==> src/rtl/life_display.sv <==
// life_display: life-count FSM with post-hit invulnerability, plus a heart-row overlay
// that addresses a 1-cycle icon ROM. Optional `define LIFE_BLINK_EN blinks hearts while hurt.
module life_display #(
  parameter int                    DATA_WIDTH  = 12,
  parameter int                    ADDR_WIDTH  = 8,
  parameter int                    ICON_W      = 16,
  parameter int                    ICON_H      = 15,
  parameter int                    MAX_LIVES   = 5,
  parameter int                    INIT_LIVES  = 3,
  parameter int                    X0          = 8,
  parameter int                    Y0          = 8,
  parameter int                    GAP         = 4,
  parameter logic [DATA_WIDTH-1:0] TRANSP      = 12'h0F0,
  parameter int                    HURT_CYCLES = 50000000,
  parameter int                    BLINK_BIT   = 22
) (
  input  logic                  clk,
  input  logic                  reset,
  input  logic [9:0]            pixel_x,
  input  logic [9:0]            pixel_y,
  input  logic                  video_on,
  input  logic                  lose_life,
  input  logic                  gain_life,
  input  logic                  restart,
  output logic [ADDR_WIDTH-1:0] rom_addr,
  input  logic [DATA_WIDTH-1:0] rom_data,
  output logic [DATA_WIDTH-1:0] rgb_o,
  output logic                  hit_o,
  output logic [2:0]            lives_o,
  output logic                  game_over
);

  localparam int HCW = $clog2(HURT_CYCLES);
  localparam logic [HCW-1:0] HURT_LAST = HCW'(HURT_CYCLES - 1);
  localparam logic [HCW-1:0] HC_ONE    = HCW'(1'b1);

  typedef enum logic [1:0] {
    ST_PLAY = 2'd0,
    ST_HURT = 2'd1,
    ST_OVER = 2'd2
  } state_t;

  state_t               state_r, state_s;
  logic [2:0]           lives_r, lives_s;
  logic [HCW-1:0]       hurt_cnt_r, hurt_cnt_s;
  logic                 game_over_r;
  logic                 blank_s;
  logic                 y_ok_s;
  logic [9:0]           dy_s;
  logic [MAX_LIVES-1:0] in_k_s;
  logic                 in_any_s;
  logic [ADDR_WIDTH-1:0] addr_s;
  logic                 v1_r;
  logic                 opaque_s;

  function automatic logic [9:0] icon_x(input int k);
    return 10'(X0 + k * (ICON_W + GAP));
  endfunction

`ifdef LIFE_BLINK_EN
  logic [BLINK_BIT:0] blink_cnt_r;

  // Blink counter: restarts on HURT entry, free-runs while hurt.
  always_ff @(posedge clk) begin
    if (reset) begin
      blink_cnt_r <= '0;
    end else if (state_s == ST_HURT && state_r != ST_HURT) begin
      blink_cnt_r <= '0;
    end else if (state_r == ST_HURT) begin
      blink_cnt_r <= blink_cnt_r + {{BLINK_BIT{1'b0}}, 1'b1};
    end else begin
      blink_cnt_r <= blink_cnt_r;
    end
  end

  assign blank_s = (state_r == ST_HURT) && blink_cnt_r[BLINK_BIT];
`else
  assign blank_s = 1'b0;
`endif

  // Life FSM next-state: restart wins, simultaneous loss+gain cancel out.
  always_comb begin
    state_s    = state_r;
    lives_s    = lives_r;
    hurt_cnt_s = hurt_cnt_r;
    if (restart) begin
      state_s    = ST_PLAY;
      lives_s    = 3'(INIT_LIVES);
      hurt_cnt_s = '0;
    end else begin
      case (state_r)
        ST_PLAY: begin
          if (lose_life && !gain_life) begin
            hurt_cnt_s = '0;
            if (lives_r <= 3'd1) begin
              lives_s = 3'd0;
              state_s = ST_OVER;
            end else begin
              lives_s = lives_r - 3'd1;
              state_s = ST_HURT;
            end
          end else if (gain_life && !lose_life && lives_r < 3'(MAX_LIVES)) begin
            lives_s = lives_r + 3'd1;
          end else begin
            lives_s = lives_r;
          end
        end
        ST_HURT: begin
          if (gain_life && !lose_life && lives_r < 3'(MAX_LIVES)) begin
            lives_s = lives_r + 3'd1;
          end else begin
            lives_s = lives_r;
          end
          if (hurt_cnt_r == HURT_LAST) begin
            state_s    = ST_PLAY;
            hurt_cnt_s = '0;
          end else begin
            hurt_cnt_s = hurt_cnt_r + HC_ONE;
          end
        end
        ST_OVER: begin
          lives_s = 3'd0;
        end
        default: begin
          state_s    = ST_PLAY;
          lives_s    = 3'(INIT_LIVES);
          hurt_cnt_s = '0;
        end
      endcase
    end
  end

  // Life FSM state register.
  always_ff @(posedge clk) begin
    if (reset) begin
      state_r     <= ST_PLAY;
      lives_r     <= 3'(INIT_LIVES);
      hurt_cnt_r  <= '0;
      game_over_r <= 1'b0;
    end else begin
      state_r     <= state_s;
      lives_r     <= lives_s;
      hurt_cnt_r  <= hurt_cnt_s;
      game_over_r <= (state_s == ST_OVER);
    end
  end

  assign lives_o   = lives_r;
  assign game_over = game_over_r;

  assign y_ok_s = (pixel_y >= 10'(Y0)) && (pixel_y < 10'(Y0 + ICON_H));
  assign dy_s   = pixel_y - 10'(Y0);

  // Stage 0: one window compare per icon slot; icons never overlap so at most one hits.
  always_comb begin
    in_k_s = '0;
    addr_s = rom_addr;
    for (int k = 0; k < MAX_LIVES; k++) begin
      in_k_s[k] = video_on && !blank_s && y_ok_s &&
                  (pixel_x >= icon_x(k)) && (pixel_x < icon_x(k) + 10'(ICON_W)) &&
                  (3'(k) < lives_r);
      addr_s = in_k_s[k] ? ADDR_WIDTH'(dy_s * 10'(ICON_W) + (pixel_x - icon_x(k))) : addr_s;
    end
  end

  assign in_any_s = |in_k_s;
  assign opaque_s = v1_r && (rom_data != TRANSP);

  // Stages 1 and 2: ROM address/valid, then colour-keyed overlay output.
  always_ff @(posedge clk) begin
    if (reset) begin
      rom_addr <= '0;
      v1_r     <= 1'b0;
      hit_o    <= 1'b0;
      rgb_o    <= '0;
    end else begin
      rom_addr <= addr_s;
      v1_r     <= in_any_s;
      hit_o    <= opaque_s;
      rgb_o    <= opaque_s ? rom_data : '0;
    end
  end

endmodule

==> config.mk <==
export PLATFORM = sky130hd
export DESIGN_NAME = life_display
export DESIGN_NICKNAME = d
export VERILOG_FILES = /design/src/rtl/life_display.sv
export SDC_FILE = /design/constraint.sdc
export NUM_CORES = 1
export LEC_CHECK = 0
export ABC_AREA = 1
export CORE_MARGIN = 5
export CORE_UTILIZATION = 56
export DETAILED_ROUTE_END_ITERATION = 7
export PLACE_DENSITY = 0.92
export SLEW_MARGIN = 20
export SYNTH_ARGS = -nofsm -noshare
export SYNTH_HDL_FRONTEND = slang
export SYNTH_SLANG_ARGS = --single-unit
==> constraint.sdc <==
create_clock -name clk -period 5.8 [get_ports clk]
set_input_delay 1.16 -clock clk [delete_from_list [all_inputs] [get_ports clk]]
set_output_delay 1.16 -clock clk [all_outputs]
set_load 0.02 [all_outputs]
==> results of run 1 <==
## layout by cell type, fill, tap and decap left out, types with 4 or more instances in the layout
master           instances
dfxtp_1                 54
nor3_1                  22
nand4_1                 19
nand3_1                 41
nor2_4                   4
nand2_2                  5
nor2_1                  72
inv_2                    6
a21oi_1                 33
clkbuf_8                 6
nand2_1                132
nand3b_1                 5
nor2_2                   5
xnor2_1                  5
o21ai_0                 18
fa_1                     4
nor4_1                   6
xor2_1                  14
inv_1                   89
ha_1                    21
clkdlybuf4s50_1         62
## path summary, 6_finish.rpt
kind | endpoint | start | cells after the start
worst min register to register | rom_addr[3] | rom_addr[3] | 2
worst min-delay path | rom_addr[3] | rom_addr[3] | 2
worst max-delay path | rom_addr[6] | pixel_x[4] | 13
worst max register to register | hurt_cnt_r[16] | hurt_cnt_r[0] | 13
## critical path: stages
cell and delay [ns]:
clkdlybuf4s50_1 0.68, inv_1 0.15, ha_1 0.43, inv_1 0.15
ha_1 0.20, inv_1 0.06, fa_1 0.42, o31ai_1 0.12
xor2_1 0.11, a21oi_1 0.15, nand2_1 0.08, nand2_1 0.06
nand2_1 0.04
## layer usage
metal / wire length (um) / up-vias / GRT usage
met5: 0 / - / 0
met4: 238 / 0 / 0.08911
met3: 822 / 33 / 0.03899
met2: 4748 / 211 / 0.3988
met1: 4210 / 1833 / 0.2960
li1: - / 2011 / -
## through the flow
step | total power [uW] | instance area (sq um) | worst slack [ns] | hold slack [ns]
after floorplan | 487.4 | 3802 | 2.815 | 0.4405
after global placement | 544.6 | 4494 | 1.987 | 0.4452
after detailed placement | 549.5 | 4494 | 1.944 | 0.4464
after CTS | 765.4 | 4589 | 2.254 | 0.4616
after global routing | 799.7 | 4589 | 2.009 | 0.4755
final | 764.8 | 4589 | 2.178 | 0.4597
## report_power, final
group	internal, uW	total, uW	switching (uW)	leakage (uW)
Sequential	372	376	3.86	0.000435
Clock	96.3	221	124	0.0000472
Combinational	71.8	168	95.9	0.00154
Total	541	765	224	0.00202
## flip-flops by register name, summed over array words and instances (netlist names)
name and cells:
game_over 1, hit_o 1, hurt_cnt_r 26, lives_o 3
rgb_o 12, rom_addr 8, state_r 2, v1_r 1
## cell families after synthesis
group,synth area share
AND/OR/NAND/NOR,0.3824
buffers and inverters,0.1033
AO/OA/AOI/OAI,0.09609
flip-flops,0.2843
adder cells (fa/ha/maj),0.09016
XOR/XNOR,0.04376
## cell type report
| type | count | area [sq um] | area share |
|---|---|---|---|
| multi-input cells | 430 | 2328 | 0.5074 |
| well taps | 80 | 100.1 | 0.02181 |
| repair buffers | 63 | 628.1 | 0.1369 |
| flip-flops and latches | 54 | 1081 | 0.2356 |
| clock inverters | 2 | 12.51 | 0.002726 |
| inverters | 95 | 356.6 | 0.07770 |
| clock buffers | 6 | 82.58 | 0.01799 |
==> flow_summary.json, run 1 <==
{
  "clk_latency_ns": 0.31,
  "first_pass_iters": 5,
  "syn_area_sq_mm": 0.003802,
  "worst_pin_slew_ns": 0.8054,
  "post-synth-top-count-cell": "nand2_1",
  "fmax_mhz": 276.1,
  "critPathKind": "primary input to register",
  "hpwl_um": 8025,
  "crit_fanout": 9,
  "design.core.area_sq_mm": 0.006719,
  "leakagePower_uw": 0.002023,
  "utilization": 0.6831,
  "yosysSeqAreaShare": 0.2843,
  "start_kind": "primary input",
  "grt_max_degree": 17,
  "gp_congestion": 0.9498,
  "grt_usage": 0.2344,
  "ios": 63,
  "antenna_found_initial": 0,
  "ys.flop_type": "dfxtp_1",
  "worst_ep_arrival_time_ns": 3.83,
  "synth_async_sr_flop_share": 0,
  "port_buffers": 62,
  "min_period_over_period": 0.6245,
  "drv_cap": 0,
  "start_util": 0.5659,
  "yosys_warnings": 0,
  "die_width_um": 92.40,
  "rows": 30,
  "powerDensity_mw_per_mm2": 166.6,
  "htree_levels": 2,
  "post-route-min-period_ns": 3.622,
  "tns_ns": 0,
  "remaining_drc_errors": 0,
  "r2r_slack_ns": 3.67,
  "slew_headroom": 0.4611,
  "timing.hold.worst.class": "register to register",
  "cts_resized": 0,
  "fin_cells": 730,
  "cts_setup_buffers": 0,
  "synth_top_area_share": 0.2843,
  "crit_required_ns": 6.01,
  "grt_pass1_wl_um": 16640,
  "fp.dieH_um": 92.40,
  "path_clk_slew_ns": 0.09,
  "clockRootBuffer": "clkbuf_8",
  "rsz0062_at_grt": "false",
  "synthTopCellsByArea": "dfxtp_1, nand2_1, inv_1",
  "grt_pass1_vias": 3796,
  "slew_violations": 0,
  "cts-hold-fix-buffers": 0,
  "syn_nets": 650,
  "wl_per_cell_um": 13.72,
  "synth_edf_count": 0,
  "num_vias": 4088,
  "first_iter_violations": 388,
  "yosysTopAreaCell": "dfxtp_1",
  "fin_worst_skew_ns": 0.007933,
  "dieArea_sq_mm": 0.008538,
  "clockBufferDepth": 2,
  "drive_gt1_frac": 0.05538,
  "cts_made_buffers": 5,
  "n_antenna_cell": 0,
  "final_antenna_net_count": 0,
  "grt_overflow": 0,
  "synthDistinctLibCells": 37,
  "fillCellCount": 559,
  "yosys-top-cells-count": "nand2_1, inv_1, nor2_1",
  "area_delta_synth_final_pct": 20.70,
  "status": "finished clean",
  "ir_drop_mv": 0.09490,
  "setup_viol": 0,
  "drt-vias-per-instance": 5.600,
  "cts_tree": "yes",
  "nNetsFinal": 712,
  "synth-seq-cells": 54,
  "syn_area_per_cell_sq_um": 6.478,
  "postSynthCellCount": 587,
  "final_hold_viol_count": 0,
  "dp_cells": 722,
  "clock_sink_count": 54,
  "end_kind": "register",
  "wl_um": 10020
}
Note: power is estimated with default switching activity, not from simulation.
==> run 2, diff against run 1 <==
- CORE_UTILIZATION: 56 -> 49
- PLACE_DENSITY: 0.92 -> 0.86
- clock period: 5.8 -> 3.3 ns (I/O delays scaled with it)
==> run 2 against run 1 <==
Net effect:
- core utilization is 7.4 points lower
- global-route usage is 3.0 points lower
- clock power is 98% higher
- sequential share of layout area is 0.36 points lower
- total power is 82% higher
- non-clock buffer count is 4 higher
- worst hold slack worse by 0.0049 ns
- largest cell class unchanged
- highest routed layer unchanged
==> flow_summary.json, run 2 (synthesis gave the netlist of run 1 again) <==
{
  "busiest_layer": "met2",
  "htree_levels": 2,
  "final_antenna_net_count": 0,
  "ios": 63,
  "area_delta_synth_final_pct": 22.57,
  "final_hold_viol_count": 0,
  "endpoint": "rom_addr[7]",
  "rsz0062_at_grt": "false",
  "grt.met3_usage": 0.03929,
  "die_width_um": 98.09,
  "min_period_over_period": 0.8237,
  "worst_ep_arrival_time_ns": 2.92,
  "largest_reg_flops": 26,
  "dp_cells": 748,
  "num_vias": 3994,
  "p_total_uw": 1391,
  "nNetsFinal": 716,
  "grt_pass1_wl_um": 16820,
  "layout_commonest_cell": "nand2_1",
  "timing.hold.worst.class": "register to register",
  "clock_sink_count": 54,
  "critPathKind": "primary input to register",
  "crit_slowest_cell": "clkdlybuf4s50_1",
  "grt_usage": 0.2043,
  "dieArea_sq_mm": 0.009622,
  "cts_setup_buffers": 0,
  "hold-worst-slack_ns": 0.4548,
  "start_kind": "primary input",
  "clk_latency_ns": 0.31,
  "tns_ns": 0,
  "slew_violations": 0,
  "stdcell_area_sq_mm": 0.004661,
  "cp_top_family": "buffers and inverters",
  "gp_congestion": 0.8922,
  "grt_overflow": 0,
  "final_cell_mix": "nand2_1, inv_1, nor2_1",
  "fp.dieH_um": 98.09,
  "design.core.area_sq_mm": 0.007647,
  "slew_headroom": 0.5315,
  "startpoint": "pixel_x[5]",
  "cts_made_buffers": 5,
  "end_kind": "register",
  "drive_gt1_frac": 0.06116,
  "port_buffers": 62,
  "fin_cells": 756,
  "clockRootBuffer": "clkbuf_8",
  "crit_path_max_incr_delay_ns": 0.50,
  "first_pass_iters": 6,
  "hold_start": "rom_addr[5]",
  "cts-hold-fix-buffers": 0,
  "crit_fanout": 4,
  "grtUsageMet1": 0.2529,
  "cts_tree": "yes",
  "wl_um": 9743,
  "antenna_found_initial": 0,
  "hpwl_um": 7883,
  "setup_viol": 0,
  "n_antenna_cell": 0,
  "crit_required_ns": 3.51,
  "drv_cap": 0,
  "cp.buffers_inverters": 5,
  "worst_pin_slew_ns": 0.7002,
  "leakagePower_uw": 0.002054,
  "r2r.worst_path.cells": 13,
  "remaining_drc_errors": 0,
  "grt_pass1_vias": 3805,
  "reg.largest.list": "hurt_cnt_r (26), rgb_o (12), rom_addr (8)",
  "met2_usage": 0.3555,
  "powerDensity_mw_per_mm2": 298.5,
  "wl_per_cell_um": 12.89,
  "regToRegEndpoint": "hurt_cnt_r[16]",
  "first_iter_violations": 239,
  "drt-vias-per-instance": 5.283,
  "fmax_mhz": 367.9,
  "r2r_start": "hurt_cnt_r[0]",
  "rows": 32,
  "path_clk_slew_ns": 0.09,
  "cp.depth": 19,
  "status": "finished clean",
  "cts_resized": 0,
  "fin_worst_skew_ns": 0.007632,
  "clockBufferDepth": 2,
  "ir_drop_mv": 0.1723,
  "grt_max_degree": 17,
  "start_util": 0.4972,
  "path_cells": "clkdlybuf4s50_1 -> inv_2 -> ha_1 -> inv_1 -> ha_1 -> nand2_1 -> inv_1 -> a21oi_1 -> inv_1 -> nand2_1 -> nand2_1 -> nand3_1 -> nand2_1 -> nand2_1 -> nand2_1 -> nand2_1 -> nand2_1 -> nand2_1 -> nand2_1",
  "post-route-min-period_ns": 2.718,
  "r2r_slack_ns": 1.23,
  "largest_register": "hurt_cnt_r",
  "crit_top_cell": "nand2_1",
  "placed_area_sq_mm": 0.004552
}
## run 2: layout make-up
| class | instances | area (sq um) |
|---|---|---|
| Timing Repair Buffer | 67 | 658.1 |
| Fill cell | 688 | 2987 |
| Clock buffer | 5 | 68.82 |
| Sequential cell | 54 | 1081 |
| Inverter | 95 | 356.6 |
| Tap cell | 102 | 127.6 |
| Multi-Input combinational cell | 430 | 2328 |
| Clock inverter | 3 | 40.04 |
## run 2: worst min path at each step
stage | end | slack, ns | cells past startpoint
3_5_place_dp | rom_addr[4] | 0.44 | 2
6_report | rom_addr[5] | 0.45 | 2
2_1_floorplan | hurt_cnt_r[25] | 0.44 | 2
4_1_cts | rom_addr[4] | 0.46 | 2
5_1_grt | rom_addr[4] | 0.49 | 2
3_3_place_gp | rom_addr[4] | 0.44 | 2
## run 2: layer usage
layer,vias to the layer above,wire length [um],part of all wire
met3,20,721,0.074
met4,0,206,0.021
met2,170,4666,0.48
li1,2015,-,-
met5,-,0,0
met1,1789,4149,0.43
## run 2: report_power, final
group	total (uW)	internal [uW]	switching [uW]
Clock	437	224	214
Combinational	292	129	163
Sequential	661	655	6.74
Total	1390	1010	384
## run 2: per-stage QoR
step / setup WS (ns) / util
6_report: 0.5818 / 0.6095
5_1_grt: 0.3207 / 0.6095
4_1_cts: 0.5865 / 0.6095
3_5_place_dp: 0.2653 / 0.5952
3_3_place_gp: 0.3566 / 0.5952
2_1_floorplan: 0.8155 / -
## run 2: tightest hold or removal path: stages, from the launching register on
cell,delay [ns]
dfxtp_1,0.32
nand2_1,0.06
nand2_1,0.04
==> run 3, diff against run 2 <==
- clock period: 3.3 -> 2.5 ns (I/O delays scaled with it)
==> run 3 against run 2 <==
Net effect:
- cell count up 4.9%
- worst hold slack better by 0.0059 ns
- largest power group unchanged
- die area did not move
- via count up 2.4%
- critical endpoint is now rom_addr[6]
- worst setup slack lost 0.48 ns
- combinational power grew 61%
- sequential share of layout area down 1.5 points
- clock skew up 0.0042 ns
- routed wire length is 5.6% higher
- design area up 7.1%
==> flow_summary.json, run 3 (synthesis gave the netlist of run 1 again) <==
{
  "layout_commonest_cell": "nand2_1",
  "reg.largest.list": "hurt_cnt_r (26), rgb_o (12), rom_addr (8)",
  "remaining_drc_errors": 0,
  "gp_congestion": 0.9857,
  "clockRootBuffer": "clkbuf_8",
  "num_vias": 4088,
  "nNetsFinal": 753,
  "cts_tree": "yes",
  "place_ws_ns": -0.3948,
  "end_kind": "register",
  "wl_per_cell_um": 12.97,
  "cts_made_buffers": 5,
  "worst_pin_slew_ns": 0.6971,
  "crit_fanout": 4,
  "dp_cells": 785,
  "grt_max_degree": 18,
  "ios": 63,
  "grt_pass1_wl_um": 17480,
  "r2r.worst_path.cells": 13,
  "wl_um": 10280,
  "slew_violations": 0,
  "area_delta_synth_final_pct": 31.23,
  "worst_ep_arrival_time_ns": 2.60,
  "post-route-min-period_ns": 2.395,
  "clk_latency_ns": 0.31,
  "grt_pass1_vias": 4005,
  "design.core.area_sq_mm": 0.007647,
  "cts-hold-fix-buffers": 0,
  "n_antenna_cell": 0,
  "drt-vias-per-instance": 5.155,
  "grt_usage": 0.2132,
  "hpwl_um": 8317,
  "start_kind": "primary input",
  "cts_setup_buffers": 0,
  "port_buffers": 62,
  "path_clk_slew_ns": 0.09,
  "fillCellCount": 655,
  "fp.dieH_um": 98.09,
  "drive_gt1_frac": 0.1274,
  "final_cell_mix": "nand2_1, inv_1, nor2_1",
  "final_hold_viol_count": 0,
  "clockBufferDepth": 2,
  "grt_overflow": 0,
  "start_util": 0.4972,
  "status": "finished clean",
  "slew_headroom": 0.5336,
  "hold-worst-slack_ns": 0.4607,
  "clock_sink_count": 54,
  "first_pass_iters": 5,
  "dieArea_sq_mm": 0.009622,
  "setup_viol": 0,
  "drv_cap": 0,
  "fmax_mhz": 417.5,
  "tns_ns": 0,
  "leakagePower_uw": 0.002225,
  "powerDensity_mw_per_mm2": 369.8,
  "rows": 32,
  "worstHoldPathCells": 2,
  "antenna_found_initial": 0,
  "timing.hold.worst.class": "register to register",
  "ir_drop_mv": 0.2017,
  "fin_cells": 793,
  "final_antenna_net_count": 0,
  "min_period_over_period": 0.9581,
  "htree_levels": 2,
  "fin_worst_skew_ns": 0.01182,
  "largest_register": "hurt_cnt_r",
  "die_width_um": 98.09,
  "largest_reg_flops": 26,
  "critPathKind": "primary input to register",
  "first_iter_violations": 227,
  "crit_required_ns": 2.71,
  "finalWorstSetupSlack_ns": 0.1047
}
## run 3: cell types whose count changed in the layout (fill, tap and decap cells not counted), moves of 3 or more
cell,previous run,this run
buf_4,5,42
ha_1,21,16
inv_2,6,9
ha_4,0,4
inv_1,89,86
## run 3: critical path, stage by stage
cell and delay [ns]:
clkdlybuf4s50_1 0.48, inv_1 0.07, ha_4 0.24, inv_1 0.10
ha_2 0.21, inv_1 0.07, fa_2 0.36, o31ai_2 0.09
xor2_1 0.12, a21oi_1 0.18, nand2_1 0.08, nand2_1 0.07
nand2_1 0.04
## run 3: cell type report
class / instances / area, sq um / area share
Inverter: 95 / 356.6 / 0.07146
Clock inverter: 2 / 17.52 / 0.003511
Clock buffer: 6 / 72.57 / 0.01454
Timing Repair Buffer: 104 / 938.4 / 0.1881
Tap cell: 102 / 127.6 / 0.02558
Multi-Input combinational cell: 430 / 2396 / 0.4802
Sequential cell: 54 / 1081 / 0.2167
## run 3: path summary, 6_finish.rpt
path,start,to,slack (ns)
worst max-delay path,pixel_y[0],rom_addr[6],0.10
worst min-delay path,rom_addr[5],rom_addr[5],0.46
worst max register to register,hurt_cnt_r[0],hurt_cnt_r[16],0.44
worst min register to register,rom_addr[5],rom_addr[5],0.46
## run 3: per-stage QoR
| stage | area (sq um) | total power (uW) | utilization |
|---|---|---|---|
| final | 4990 | 1845 | 0.6525 |
| after global routing | 4990 | 1944 | 0.6525 |
| after CTS | 4932 | 1830 | 0.6450 |
| after detailed placement | 4830 | 1330 | 0.6315 |
| after global placement | 4830 | 1315 | 0.6315 |
| after floorplan | 3802 | 1131 | - |
## run 3: timing repair
action,in CTS,in global routing
pin swaps,0,3
endpoints found under the setup margin,1,2
gates resized for setup,1,13
## run 3: power by group
part / internal (uW) / leakage, uW / switching, uW / total [uW]
clock: 204 / 0.0000458 / 299 / 503
sequential: 864 / 0.000435 / 8.99 / 873
combinational: 225 / 0.00174 / 243 / 469
## run 3: routing by layer
metal | track usage | routed length (um) | up-vias
met5 | 0 | 0 | -
li1 | - | - | 2102
met4 | 0.05857 | 163 | 0
met3 | 0.04000 | 634 | 18
met2 | 0.3743 | 4936 | 137
met1 | 0.2665 | 4550 | 1831
